### src/rtl/branch_resolver.sv
// branch_resolver
//   Resolves a conditional branch against a 3-bit {gt,lt,eq} flag register.
//   A request is accepted in IDLE, evaluated for exactly one cycle in EVAL and
//   held as a registered result in RESP until the consumer takes it.
//
// Ports
//   clk        clock, all state updates on its rising edge
//   rst        asynchronous active-high reset
//   flags_we   load {gt_in,lt_in,eq_in} into the flag register (any state)
//   gt_in      comparator "greater than" flag
//   lt_in      comparator "less than" flag
//   eq_in      comparator "equal" flag
//   br_valid   branch request valid
//   br_ready   resolver can accept a request (IDLE only)
//   cond       condition code (000 JMP .. 111 NOP)
//   pc         address of the branch instruction
//   offset     two's-complement branch displacement
//   res_valid  result valid (RESP)
//   res_ready  consumer accepts the result
//   taken      branch taken
//   next_pc    resolved next PC, modulo 2^WIDTH
//   flag_err   flag register was not one-hot when a flag-dependent cond was evaluated
//   flags      current flag register {gt,lt,eq}

module branch_resolver #(
    parameter int unsigned WIDTH = 18,
    parameter int unsigned OFF_W = 10
) (
    input  logic             clk,
    input  logic             rst,
    input  logic             flags_we,
    input  logic             gt_in,
    input  logic             lt_in,
    input  logic             eq_in,
    input  logic             br_valid,
    output logic             br_ready,
    input  logic [2:0]       cond,
    input  logic [WIDTH-1:0] pc,
    input  logic [OFF_W-1:0] offset,
    output logic             res_valid,
    input  logic             res_ready,
    output logic             taken,
    output logic [WIDTH-1:0] next_pc,
    output logic             flag_err,
    output logic [2:0]       flags
);

    typedef enum logic [1:0] {
        IDLE = 2'd0,
        EVAL = 2'd1,
        RESP = 2'd2
    } state_t;

    state_t           state;
    state_t           state_nxt;
    logic             accept;

    logic [2:0]       flags_q;
    logic [2:0]       cond_q;
    logic [WIDTH-1:0] pc_q;
    logic [OFF_W-1:0] off_q;

    logic             taken_q;
    logic             flag_err_q;
    logic [WIDTH-1:0] next_pc_q;

    logic             flag_gt;
    logic             flag_lt;
    logic             flag_eq;
    logic             onehot;
    logic             cond_met;
    logic             uses_flags;
    logic             eval_err;
    logic             eval_taken;
    logic [WIDTH-1:0] off_ext;
    logic [WIDTH-1:0] eval_next_pc;

    // Flag register: writable in every state, independent of the FSM.
    always_ff @(posedge clk or posedge rst) begin
        if (rst) begin
            flags_q <= 3'b001;
        end else if (flags_we) begin
            flags_q <= {gt_in, lt_in, eq_in};
        end
    end

    // State register
    always_ff @(posedge clk or posedge rst) begin
        if (rst) begin
            state <= IDLE;
        end else begin
            state <= state_nxt;
        end
    end

    // Next-state and handshake outputs
    always_comb begin
        state_nxt = state;
        accept    = 1'b0;
        br_ready  = 1'b0;
        res_valid = 1'b0;
        case (state)
            IDLE: begin
                br_ready = 1'b1;
                if (br_valid) begin
                    accept    = 1'b1;
                    state_nxt = EVAL;
                end
            end
            EVAL: begin
                state_nxt = RESP;
            end
            RESP: begin
                res_valid = 1'b1;
                if (res_ready) begin
                    state_nxt = IDLE;
                end
            end
            default: begin
                state_nxt = IDLE;
            end
        endcase
    end

    // Request capture
    always_ff @(posedge clk or posedge rst) begin
        if (rst) begin
            cond_q <= '0;
            pc_q   <= '0;
            off_q  <= '0;
        end else if (accept) begin
            cond_q <= cond;
            pc_q   <= pc;
            off_q  <= offset;
        end
    end

    // Evaluation uses flags_q as it stands during EVAL: a write on the accept
    // edge is already in flags_q, a write during EVAL lands only after the
    // result edge.
    always_comb begin
        flag_gt    = flags_q[2];
        flag_lt    = flags_q[1];
        flag_eq    = flags_q[0];
        onehot     = (flags_q == 3'b100) || (flags_q == 3'b010) || (flags_q == 3'b001);
        cond_met   = 1'b0;
        uses_flags = 1'b1;
        case (cond_q)
            3'b000: begin cond_met = 1'b1;              uses_flags = 1'b0; end
            3'b001: cond_met = flag_eq;
            3'b010: cond_met = ~flag_eq;
            3'b011: cond_met = flag_gt;
            3'b100: cond_met = flag_lt;
            3'b101: cond_met = flag_gt | flag_eq;
            3'b110: cond_met = flag_lt | flag_eq;
            default: begin cond_met = 1'b0;             uses_flags = 1'b0; end
        endcase
        eval_err     = uses_flags & ~onehot;
        eval_taken   = cond_met & ~eval_err;
        off_ext      = {{(WIDTH-OFF_W){off_q[OFF_W-1]}}, off_q};
        eval_next_pc = pc_q + (eval_taken ? off_ext : {{(WIDTH-1){1'b0}}, 1'b1});
    end

    // Result registers: loaded only at the end of EVAL, so they hold in RESP.
    always_ff @(posedge clk or posedge rst) begin
        if (rst) begin
            taken_q    <= 1'b0;
            next_pc_q  <= '0;
            flag_err_q <= 1'b0;
        end else if (state == EVAL) begin
            taken_q    <= eval_taken;
            next_pc_q  <= eval_next_pc;
            flag_err_q <= eval_err;
        end
    end

    assign taken    = taken_q;
    assign next_pc  = next_pc_q;
    assign flag_err = flag_err_q;
    assign flags    = flags_q;

endmodule

### config.mk
export PLATFORM = sky130hd
export DESIGN_NAME = branch_resolver
export DESIGN_NICKNAME = d
export VERILOG_FILES = /design/src/rtl/branch_resolver.sv
export SDC_FILE = /design/constraint.sdc
export NUM_CORES = 1
export LEC_CHECK = 0
export ABC_AREA = 1
export ABC_CLOCK_PERIOD_IN_PS = 5300
export BUFFER_PORTS_ARGS = -buffer_cell sky130_fd_sc_hd__buf_2
export CORE_ASPECT_RATIO = 1.4
export CORE_MARGIN = 4
export CORE_UTILIZATION = 40
export DETAILED_ROUTE_END_ITERATION = 7
export GPL_TIMING_DRIVEN = 0
export MAX_ROUTING_LAYER = met4
export PLACE_DENSITY_LB_ADDON = 0.12
export RECOVER_POWER = 100
export SLEW_MARGIN = 30
export SYNTH_ARGS = -nofsm -noshare
export SYNTH_HDL_FRONTEND = slang
export SYNTH_SLANG_ARGS = --single-unit
export TNS_END_PERCENT = 50
### constraint.sdc
create_clock -name clk -period 5.3 [get_ports clk]
set_clock_uncertainty 0.2 [all_clocks]
set_input_delay 1.59 -clock clk [delete_from_list [all_inputs] [get_ports clk]]
set_output_delay 1.59 -clock clk [all_outputs]
set_load 0.1 [all_outputs]
# After elaboration in Yosys (flattened, before gate mapping)
# Index checks and enable logic that the tools add are counted.
# totals
ff_bits	56
out_inout_bits	25
elab_cells	45
# classes
addsub	1
eq_ne	13
mux	10
n_bitwise	7
n_reduce_logical	6
# op_table
operator	n
$add A18 B18 Y18	1
$mux W18	1
$eq A3 B3 Y1 const B	4
$eq A3 B2 Y1 const B	3
$pmux W1 S7	1
$eq A3 B1 Y1 const B	2
$pmux W2 S3	1
$reduce_or A6 Y1	1
$mux W1	5
$mux W2	2
$ne A2 B2 Y1 const B	2
$logic_not A3 Y1	1
$not A1 Y1	3
$and A1 B1 Y1	2
$eq A2 B1 Y1 const B	1
$eq A2 B2 Y1 const B	1
$logic_not A2 Y1	1
$logic_or A1 B1 Y1	2
$or A1 B1 Y1	2
$reduce_and A2 Y1	1

# Depth between registers and ports, before layout
# Gate-level depths: netlist of the first run.
# depth
ltp_word	9
mapped_depth	20
ltp_nobuf	20

# Worst setup path before layout of the first run
# Ideal clock, no wire load.
# synth_timing
kind	flip-flop to output port
startpoint	reg state[0]
endpoint	out res_valid
arrival_ns	1.669
t_required_ns	3.510
path_slack_ns	1.841
stages_incl_launch_ff	2
cell_sequence	dfrtp_1 > nor2_1
# synth_between
elab_chain_cells	2
# synth_lines
element	line_no	source
from (decl)	54	state_t state;
from (signal assigned)	92	state <= state_nxt;
$eq A2 B2 Y1	102	case (state)
$mux W1	102	
to (decl)	40	output logic res_valid,
# No other way between the ends.

# Worst setup path after layout of the first run
# layout_timing
startpoint	reg flags_q[0], in the netlist flags[0]
endpoint	out flags[0]
# layout_lines
element	line_no	source
from (decl)	58	logic [2:0] flags_q;
from (signal assigned)	83	flags_q <= {gt_in, lt_in, eq_in};
to (decl)	45	output logic [2:0] flags
# No word-level cell between the ends.

==> flow_metrics.py, run 1 <==
metrics = {
    "flow_run": {
        "maxCapViolCount": 0,
    },
    "cts": {
        "h-tree-depth": 2,
        "cts_setup_buffers": 0,
        "cts_inserted_buffers": 5,
        "clkTransAtPathRegs_ns": 0.10,
        "ctsResizeCount": 0,
        "cts_tree": "built",
        "holdBufCountCts": 0,
        "insertion_delay_ns": 0.32,
        "clock-sinks": 56,
        "root_buffer": "clkbuf_8",
        "cts_max_path_buffers": 2,
    },
    "timing": {
        "slew_viol_final": 0,
        "totalNegativeSetupSlack_ns": 0,
        "rsz0062_at_grt": "false",
        "finalHoldViolations": 0,
        "setup_viol": 0,
        "slew_headroom_pct": 20.8,
        "fin_crit_sh_pct": 68.4,
        "max_freq_ghz": 0.276,
        "post-route-min-period_ns": 3.63,
        "tightest_slew_ns": 1.19,
    },
    "grt": {
        "grtUsageTotal_pct": 19.1,
        "grt-ovfl-total": 0,
        "grt_max_degree": 35,
        "antenna_found_initial": 0,
        "grt_pass1_wl_um": 14300,
        "first_global_vias": 3032,
    },
    "final_layout": {
        "multi_input_area_um2": 1620,
        "regArea_um2": 1400,
        "nets": 566,
        "antenna_cells": 0,
        "fillers": 855,
        "area_delta_synth_final_pct": 16.1,
        "layout-drive-gt1-share_pct": 12.5,
    },
    "synth": {
        "syn_nets": 495,
        "syn_inst": 438,
        "synthTopCellsByArea": "dfrtp_1 42%, nand2_1 20%, ha_1 6.6%",
        "yosysTopAreaCellShare_pct": 42.4,
        "yosys_warnings": 0,
        "synth-seq-cells": 56,
        "avgSynthCellArea_um2": 7.41,
        "syn-cell-area_um2": 3250,
        "synth_cell_types": 35,
        "synth_largest_area_cell": "dfrtp_1",
        "ys_seq_area_share_pct": 43.2,
    },
    "die": {
        "ioPinCount": 64,
        "die_h_um": 115,
        "core_um2": 7850,
        "num_rows": 38,
        "start_util_pct": 41.4,
        "design.die.area_um2": 9640,
        "die_w_um": 84.1,
    },
    "worst_setup_path": {
        "endpoint_kind": "output pin",
        "slowest_delay_ns": 0.88,
        "cp_cell_sequence": "clkbuf_1",
        "crit_family": "buffers and inverters",
        "worstPathArrival_ns": 1.84,
        "worstSetupStartpointType": "register",
        "crit_slowest_cell": "clkbuf_1",
        "path_buf_inv": 1,
        "critical_path_class": "reg -> out",
        "cp_max_fo": 6,
        "crit_required_ns": 3.51,
    },
    "run_status": {
        "outcome": "complete, no violations",
    },
    "placement": {
        "place.port_buffers": 63,
        "place_congestion": 0.881,
        "dp_hpwl_um": 6880,
    },
    "routing": {
        "via_per_inst": 4.84,
        "drc": 0,
        "routed_wl_um": 8490,
        "drtIter0Drc": 116,
        "wl_per_cell_um": 13.9,
        "vias": 2951,
        "postRouteAntennaNets": 0,
        "dr.pass1.iters": 4,
    },
    "min_path": {
        "hold_class": "reg -> reg",
    },
}
-- through the flow --
| stage | instances | worst slack, ns | hold WS (ns) | util, % | cell area (um2) |
|---|---|---|---|---|---|
| after floorplan | 438 | 1.84 | 0.241 | - | 3250 |
| after global placement | 601 | 1.35 | 0.261 | 47.0 | 3690 |
| after detailed placement | 602 | 2.18 | 0.261 | 47.3 | 3710 |
| after CTS | 610 | 2.14 | 0.288 | 48.7 | 3820 |
| after global routing | 610 | 1.47 | 0.324 | 48.0 | 3770 |
| final | 610 | 1.67 | 0.287 | 48.0 | 3770 |
-- layer usage --
metal  share of wire (%)  vias to the layer above  GRT usage, %
met5                   0                        -             -
met4                 2.7                        0          6.97
met3                 3.1                       13          2.66
met2                  55                       52          36.0
met1                  39                     1357          20.1
li1                    -                     1529             -
-- state kept, by name, indices dropped and copies added (netlist names) --
register,cells
off_q,10
flag_err,1
flags,3
cond_q,3
taken,1
next_pc,18
pc_q,18
state,2
-- layout make-up --
cell class              instances  area share (%)
well taps                     100            3.32
clock buffers                   5            1.83
inverters                      44            4.42
clock inverters                 3            1.13
multi-input cells             328            42.9
plain buffers                  10            1.20
repair buffers                 64            8.03
flip-flops and latches         56            37.2
-- worst reg2reg max path, cell delays in order, from the launching register on --
cell	delay [ns]
dfstp_1	0.64
nand2_1	0.08
nand3_1	0.08
nand4_1	0.15
nand2_1	0.32
or2_2	0.19
ha_1	0.17
inv_1	0.08
fa_1	0.39
o21ai_0	0.46
nand3_1	0.13
nand2_1	0.15
nand3_1	0.10
nand2_1	0.07
nand2_1	0.04
nand3_1	0.07
nand2_1	0.06
-- Yosys cell counts, drive strengths merged --
master	count
nand2	177
dfrtp	55
inv	43
nor2	32
o21ai	32
nand3	27
a21oi	18
ha	17
buf	8
nand3b	5
nand4	4
nor3	3
or2	3
a31oi	2
and2	2
clkbuf	2
xnor2	2
a21o	1
clkinv	1
dfstp	1
fa	1
o21bai	1
xor2	1
-- cells by family (layout without fill, tap and decap cells) --
group / Yosys count / after routing / synth area share [%]
buf+inv: 54 / 126 / 6.63
fa+ha+maj: 18 / 18 / 7.17
simple gates: 253 / 253 / 33.1
flops: 56 / 56 / 43.2
compound gates: 54 / 54 / 9.13
xor+xnor: 3 / 3 / 0.809
-- final timing paths --
path	startpoint	endpoint	slack [ns]	cells after the start
worst max-delay path	flags[0]	flags[0]	1.67	1
worst min-delay path	next_pc[7]	next_pc[7]	0.29	2
worst max register to register	flags[0]	next_pc[10]	1.81	16
worst min register to register	next_pc[7]	next_pc[7]	0.29	2
max in group asynchronous	rst	flags[0]	2.92	3
min in group asynchronous	rst	next_pc[17]	1.26	2
-- placed cells by master, fill, tap and decap left out, drive strengths merged, types with 2 or more instances in the layout --
| cell type | count |
|---|---|
| a31oi | 2 |
| nand2 | 177 |
| or2 | 3 |
| a21oi | 18 |
| buf | 42 |
| nand4 | 4 |
| nor2 | 32 |
| nor3 | 3 |
| nand3 | 27 |
| xnor2 | 2 |
| clkinv | 3 |
| nand3b | 5 |
| dfrtp | 55 |
| ha | 17 |
| o21ai | 32 |
| clkinvlp | 2 |
| clkbuf | 37 |
| and2 | 2 |
| inv | 41 |
Power of run 1 is not shown: default switching activity piles up to over one toggle a cycle in this logic, so the estimate is an artifact.
==> inputs of run 2 (changes only) <==
--- a/config.mk
+++ b/config.mk
@@ -6,7 +6,7 @@
 export NUM_CORES = 1
 export LEC_CHECK = 0
 export ABC_AREA = 1
-export ABC_CLOCK_PERIOD_IN_PS = 5300
+export ABC_CLOCK_PERIOD_IN_PS = 3800
 export BUFFER_PORTS_ARGS = -buffer_cell sky130_fd_sc_hd__buf_2
 export CORE_ASPECT_RATIO = 1.4
 export CORE_MARGIN = 4
==> constraint.sdc (replaced) <==
create_clock -name clk -period 3.8 [get_ports clk]
set_clock_uncertainty 0.2 [all_clocks]
set_input_delay 1.14 -clock clk [delete_from_list [all_inputs] [get_ports clk]]
set_output_delay 1.14 -clock clk [all_outputs]
set_load 0.1 [all_outputs]
==> flow_metrics.py, run 2 (synthesis gave the netlist of run 1 again) <==
metrics = {
    "routing": {
        "postRouteAntennaNets": 0,
        "wl_per_cell_um": 13.9,
        "dr.pass1.iters": 4,
        "vias": 2938,
        "drtIter0Drc": 113,
        "wl_met1_um": 3380,
        "dr_wl_met3_um": 257,
        "highest_layer": "met4",
        "routed_wl_um": 8500,
        "drc": 0,
        "via_per_inst": 4.82,
        "dr_wl_met2_um": 4630,
    },
    "placement": {
        "dp_hpwl_um": 6880,
        "placed_cells": 602,
        "place.port_buffers": 63,
        "place_congestion": 0.881,
    },
    "final_layout": {
        "antenna_cells": 0,
        "layout_commonest_cell": "nand2_1",
        "area_delta_synth_final_pct": 16.1,
        "layout-drive-gt1-share_pct": 12.5,
        "final_cell_mix": "176 x nand2_1, 55 x dfrtp_1, 41 x inv_1, 39 x buf_2, 33 x clkbuf_1",
        "finalNonFillerCells": 610,
        "nets": 566,
    },
    "grt": {
        "grt_max_degree": 35,
        "grtUsageTotal_pct": 19.1,
        "grt_pass1_wl_um": 14300,
        "antenna_found_initial": 0,
        "first_global_vias": 3032,
        "grt-ovfl-total": 0,
    },
    "timing": {
        "slew_headroom_pct": 20.8,
        "fin_crit_sh_pct": 85.7,
        "setup_viol": 0,
        "totalNegativeSetupSlack_ns": 0,
        "max_freq_ghz": 0.307,
        "rsz0062_at_grt": "false",
        "finalHoldViolations": 0,
        "post-route-min-period_ns": 3.26,
        "tightest_slew_ns": 1.19,
        "slew_viol_final": 0,
    },
    "cts": {
        "ctsResizeCount": 0,
        "insertion_delay_ns": 0.32,
        "cts_tree": "built",
        "cts_max_path_buffers": 2,
        "cts_setup_buffers": 0,
        "h-tree-depth": 2,
        "holdBufCountCts": 0,
        "clkTransAtPathRegs_ns": 0.10,
        "cts_inserted_buffers": 5,
        "clock-sinks": 56,
        "root_buffer": "clkbuf_8",
    },
    "min_path": {
        "hold_class": "reg -> reg",
    },
    "flow_run": {
        "maxCapViolCount": 0,
    },
    "die": {
        "die_h_um": 115,
        "num_rows": 38,
        "die_w_um": 84.1,
        "start_util_pct": 41.4,
        "core_um2": 7850,
        "ioPinCount": 64,
        "design.die.area_um2": 9640,
    },
    "worst_setup_path": {
        "worstPathArrival_ns": 3.27,
        "cp_max_fo": 9,
        "critical_path_class": "reg -> reg",
        "crit_slowest_cell": "dfstp_1",
        "cp_cell_sequence": "nand2_1 > nand3_1 > nand4_1 > nand2_1 > or2_2 > ha_1 > inv_1 > fa_1 > o21ai_2 > nand3_1 > nand2_1 > nand3_1 > nand2_1 > nand2_1 > nand3_1 > nand2_1",
        "path_buf_inv": 1,
        "worstSetupStartpointType": "register",
        "endpoint_kind": "register",
        "crit_family": "simple AND/OR/NAND/NOR gates",
        "slowest_delay_ns": 0.64,
        "critPathMostFrequentCell": "nand2_1",
        "crit_required_ns": 3.81,
    },
    "run_status": {
        "outcome": "complete, no violations",
    },
}
## run 2: changes by cell type in the layout (fill, tap and decap cells not counted), sizes merged
| cell | previous run | this run |
|---|---|---|
| buf | 42 | 41 |
| clkbuf | 37 | 38 |
## run 2: worst min-delay path: stages (launching register included)
cell     delay (ns)
dfrtp_1        0.35
nand2_1        0.05
nand2_1        0.06
## run 2: final timing paths
path,startpoint,to,slack (ns),cells past startpoint
min reg2reg,next_pc[7],next_pc[7],0.29,2
max in group asynchronous,rst,flags[0],1.87,3
max,flags[0],next_pc[10],0.54,16
min in group asynchronous,rst,next_pc[17],0.81,2
min,next_pc[7],next_pc[7],0.29,2
max reg2reg,flags[0],next_pc[10],0.54,16
## run 2: through the flow
stage          utilization [%]  hold slack, ns  area (um2)  setup slack, ns
6_report                  48.1           0.287        3770            0.543
5_1_grt                   48.1           0.324        3770            0.260
4_1_cts                   48.7           0.288        3820            0.668
3_5_place_dp              47.3           0.261        3710            0.684
3_3_place_gp              47.0           0.261        3690            0.299
2_1_floorplan                -           0.241        3250            0.566
## run 2: layer usage
metal	vias to the layer above	track usage (%)
met5	-	-
met4	0	6.97
met3	13	2.66
met2	51	36.0
met1	1344	20.1
li1	1530	-
## run 2: cell type report
type	count	area, um2
Sequential cell	56	1400
Inverter	44	166
Clock inverter	3	42.5
Clock buffer	5	68.8
Fill cell	852	4070
Tap cell	100	125
Multi-Input combinational cell	328	1620
Timing Repair Buffer	64	303
Buffer	10	43.8
Power of run 2 is left out for the same reason.
==> inputs of run 3 (changes only) <==
--- a/config.mk
+++ b/config.mk
@@ -10,7 +10,7 @@
 export BUFFER_PORTS_ARGS = -buffer_cell sky130_fd_sc_hd__buf_2
 export CORE_ASPECT_RATIO = 1.4
 export CORE_MARGIN = 4
-export CORE_UTILIZATION = 40
+export CORE_UTILIZATION = 45
 export DETAILED_ROUTE_END_ITERATION = 7
 export GPL_TIMING_DRIVEN = 0
 export MAX_ROUTING_LAYER = met4
==> flow_metrics.py, run 3 (synthesis gave the netlist of run 1 again) <==
metrics = {
    "grt": {
        "grt-ovfl-total": 0,
        "grtUsageTotal_pct": 20.4,
        "antenna_found_initial": 0,
        "grt_pass1_wl_um": 13200,
        "first_global_vias": 2851,
        "grt_max_degree": 35,
    },
    "placement": {
        "dp_hpwl_um": 6450,
        "place.port_buffers": 63,
        "dpl_cell_area_um2": 3700,
        "place_congestion": 0.916,
        "place_ws_ns": 0.702,
    },
    "worst_setup_path": {
        "r2r-end": "next_pc[10]",
        "critPathMostFrequentCell": "nand2_1",
        "r2r_start": "flags[0]",
        "crit_slowest_cell": "dfstp_1",
        "cp_cell_sequence": "nand2_1 > nand3_1 > nand4_1 > nand2_1 > or2_2 > ha_1 > inv_1 > fa_1 > o21ai_2 > nand3_1 > nand2_1 > nand3_1 > nand2_1 > nand2_1 > nand3_1 > nand2_1",
        "cp_max_fo": 9,
        "r2r_slack_ns": 0.58,
        "endpoint_kind": "register",
        "worstPathArrival_ns": 3.23,
        "endpoint": "next_pc[10]",
        "slowest_delay_ns": 0.61,
        "critical_path_class": "reg -> reg",
        "r2r_cells": 16,
        "critPathLaunch": "flags[0]",
        "worstSetupStartpointType": "register",
        "crit_required_ns": 3.81,
    },
    "routing": {
        "dr.pass1.iters": 5,
        "postRouteAntennaNets": 0,
        "drc": 0,
        "drtIter0Drc": 133,
        "vias": 2917,
        "via_per_inst": 4.82,
        "routed_wl_um": 7930,
        "wl_per_cell_um": 13.1,
    },
    "timing": {
        "setup_viol": 0,
        "fin_ws_ns": 0.580,
        "post-route-min-period_ns": 3.22,
        "finalHoldViolations": 0,
        "totalNegativeSetupSlack_ns": 0,
        "slew_viol_final": 0,
        "max_freq_ghz": 0.311,
        "tightest_slew_ns": 1.18,
        "slew_headroom_pct": 22.0,
        "rsz0062_at_grt": "false",
        "fin_crit_sh_pct": 84.7,
        "whs_ns": 0.285,
    },
    "final_layout": {
        "final_cell_mix": "176 x nand2_1, 55 x dfrtp_1, 41 x inv_1, 39 x buf_2, 35 x clkbuf_1",
        "regArea_um2": 1400,
        "area_delta_synth_final_pct": 15.3,
        "nets": 566,
        "layout-drive-gt1-share_pct": 12.2,
        "layout_commonest_cell": "nand2_1",
        "post-route-cell-area_um2": 3740,
        "antenna_cells": 0,
        "fillers": 714,
        "multi_input_area_um2": 1620,
    },
    "min_path": {
        "hold_class": "reg -> reg",
        "hold_start": "next_pc[10]",
    },
    "die": {
        "num_rows": 36,
        "core_um2": 6980,
        "ioPinCount": 64,
        "design.die.area_um2": 8660,
        "die_h_um": 109,
        "die_w_um": 79.8,
        "start_util_pct": 46.5,
    },
    "cts": {
        "clkTransAtPathRegs_ns": 0.09,
        "cts_inserted_buffers": 5,
        "clock-sinks": 56,
        "holdBufCountCts": 0,
        "insertion_delay_ns": 0.31,
        "ctsResizeCount": 0,
        "cts_setup_buffers": 0,
        "cts_max_path_buffers": 2,
        "h-tree-depth": 2,
        "cts_tree": "built",
        "root_buffer": "clkbuf_8",
    },
    "flow_run": {
        "maxCapViolCount": 0,
    },
    "run_status": {
        "outcome": "complete, no violations",
    },
}
==> run 3: cell count changes in the layout (fill, tap and decap cells not counted) <==
cell        previous run  this run
clkbuf_8               5         6
clkbuf_1              33        35
clkinvlp_4             1         0
bufinv_16              1         0
clkinv_2               1         0
==> run 3: area by class of cell <==
| type | count | area share (%) |
|---|---|---|
| multi-input cells | 328 | 43.2 |
| plain buffers | 10 | 1.17 |
| repair buffers | 64 | 8.09 |
| inverters | 44 | 4.45 |
| well taps | 95 | 3.18 |
| clock buffers | 8 | 2.41 |
| flip-flops and latches | 56 | 37.5 |
==> run 3: metrics by stage <==
stage / cells / utilization (%)
floorplan: 438 / -
global placement: 596 / 52.7
detailed placement: 597 / 53.0
CTS: 605 / 54.3
global route: 605 / 53.6
finish: 605 / 53.6
==> run 3: worst min-delay path by stage <==
stage                              to  cells past startpoint
after floorplan              off_q[0]                      2
after global placement       off_q[0]                      2
after detailed placement  next_pc[12]                      2
after CTS                 next_pc[10]                      2
after global routing      next_pc[13]                      2
final                     next_pc[10]                      2
==> run 3: critical path, delay by kind of cell (launching register included) <==
kind	cells	cell delay (ns)
AOI/OAI and AO/OA	1	0.26
and+or+nand+nor	12	1.35
buffers and inverters	1	0.09
adders and majority gates	2	0.59
DFF	1	0.61
==> run 3: layer usage <==
layer	share of wire (%)	vias up	track usage (%)
met5	0	-	-
met4	2.0	0	7.85
met3	2.9	11	3.08
met2	56	50	37.7
met1	39	1330	21.7
li1	-	1526	-
Power of run 3 is left out for the same reason.
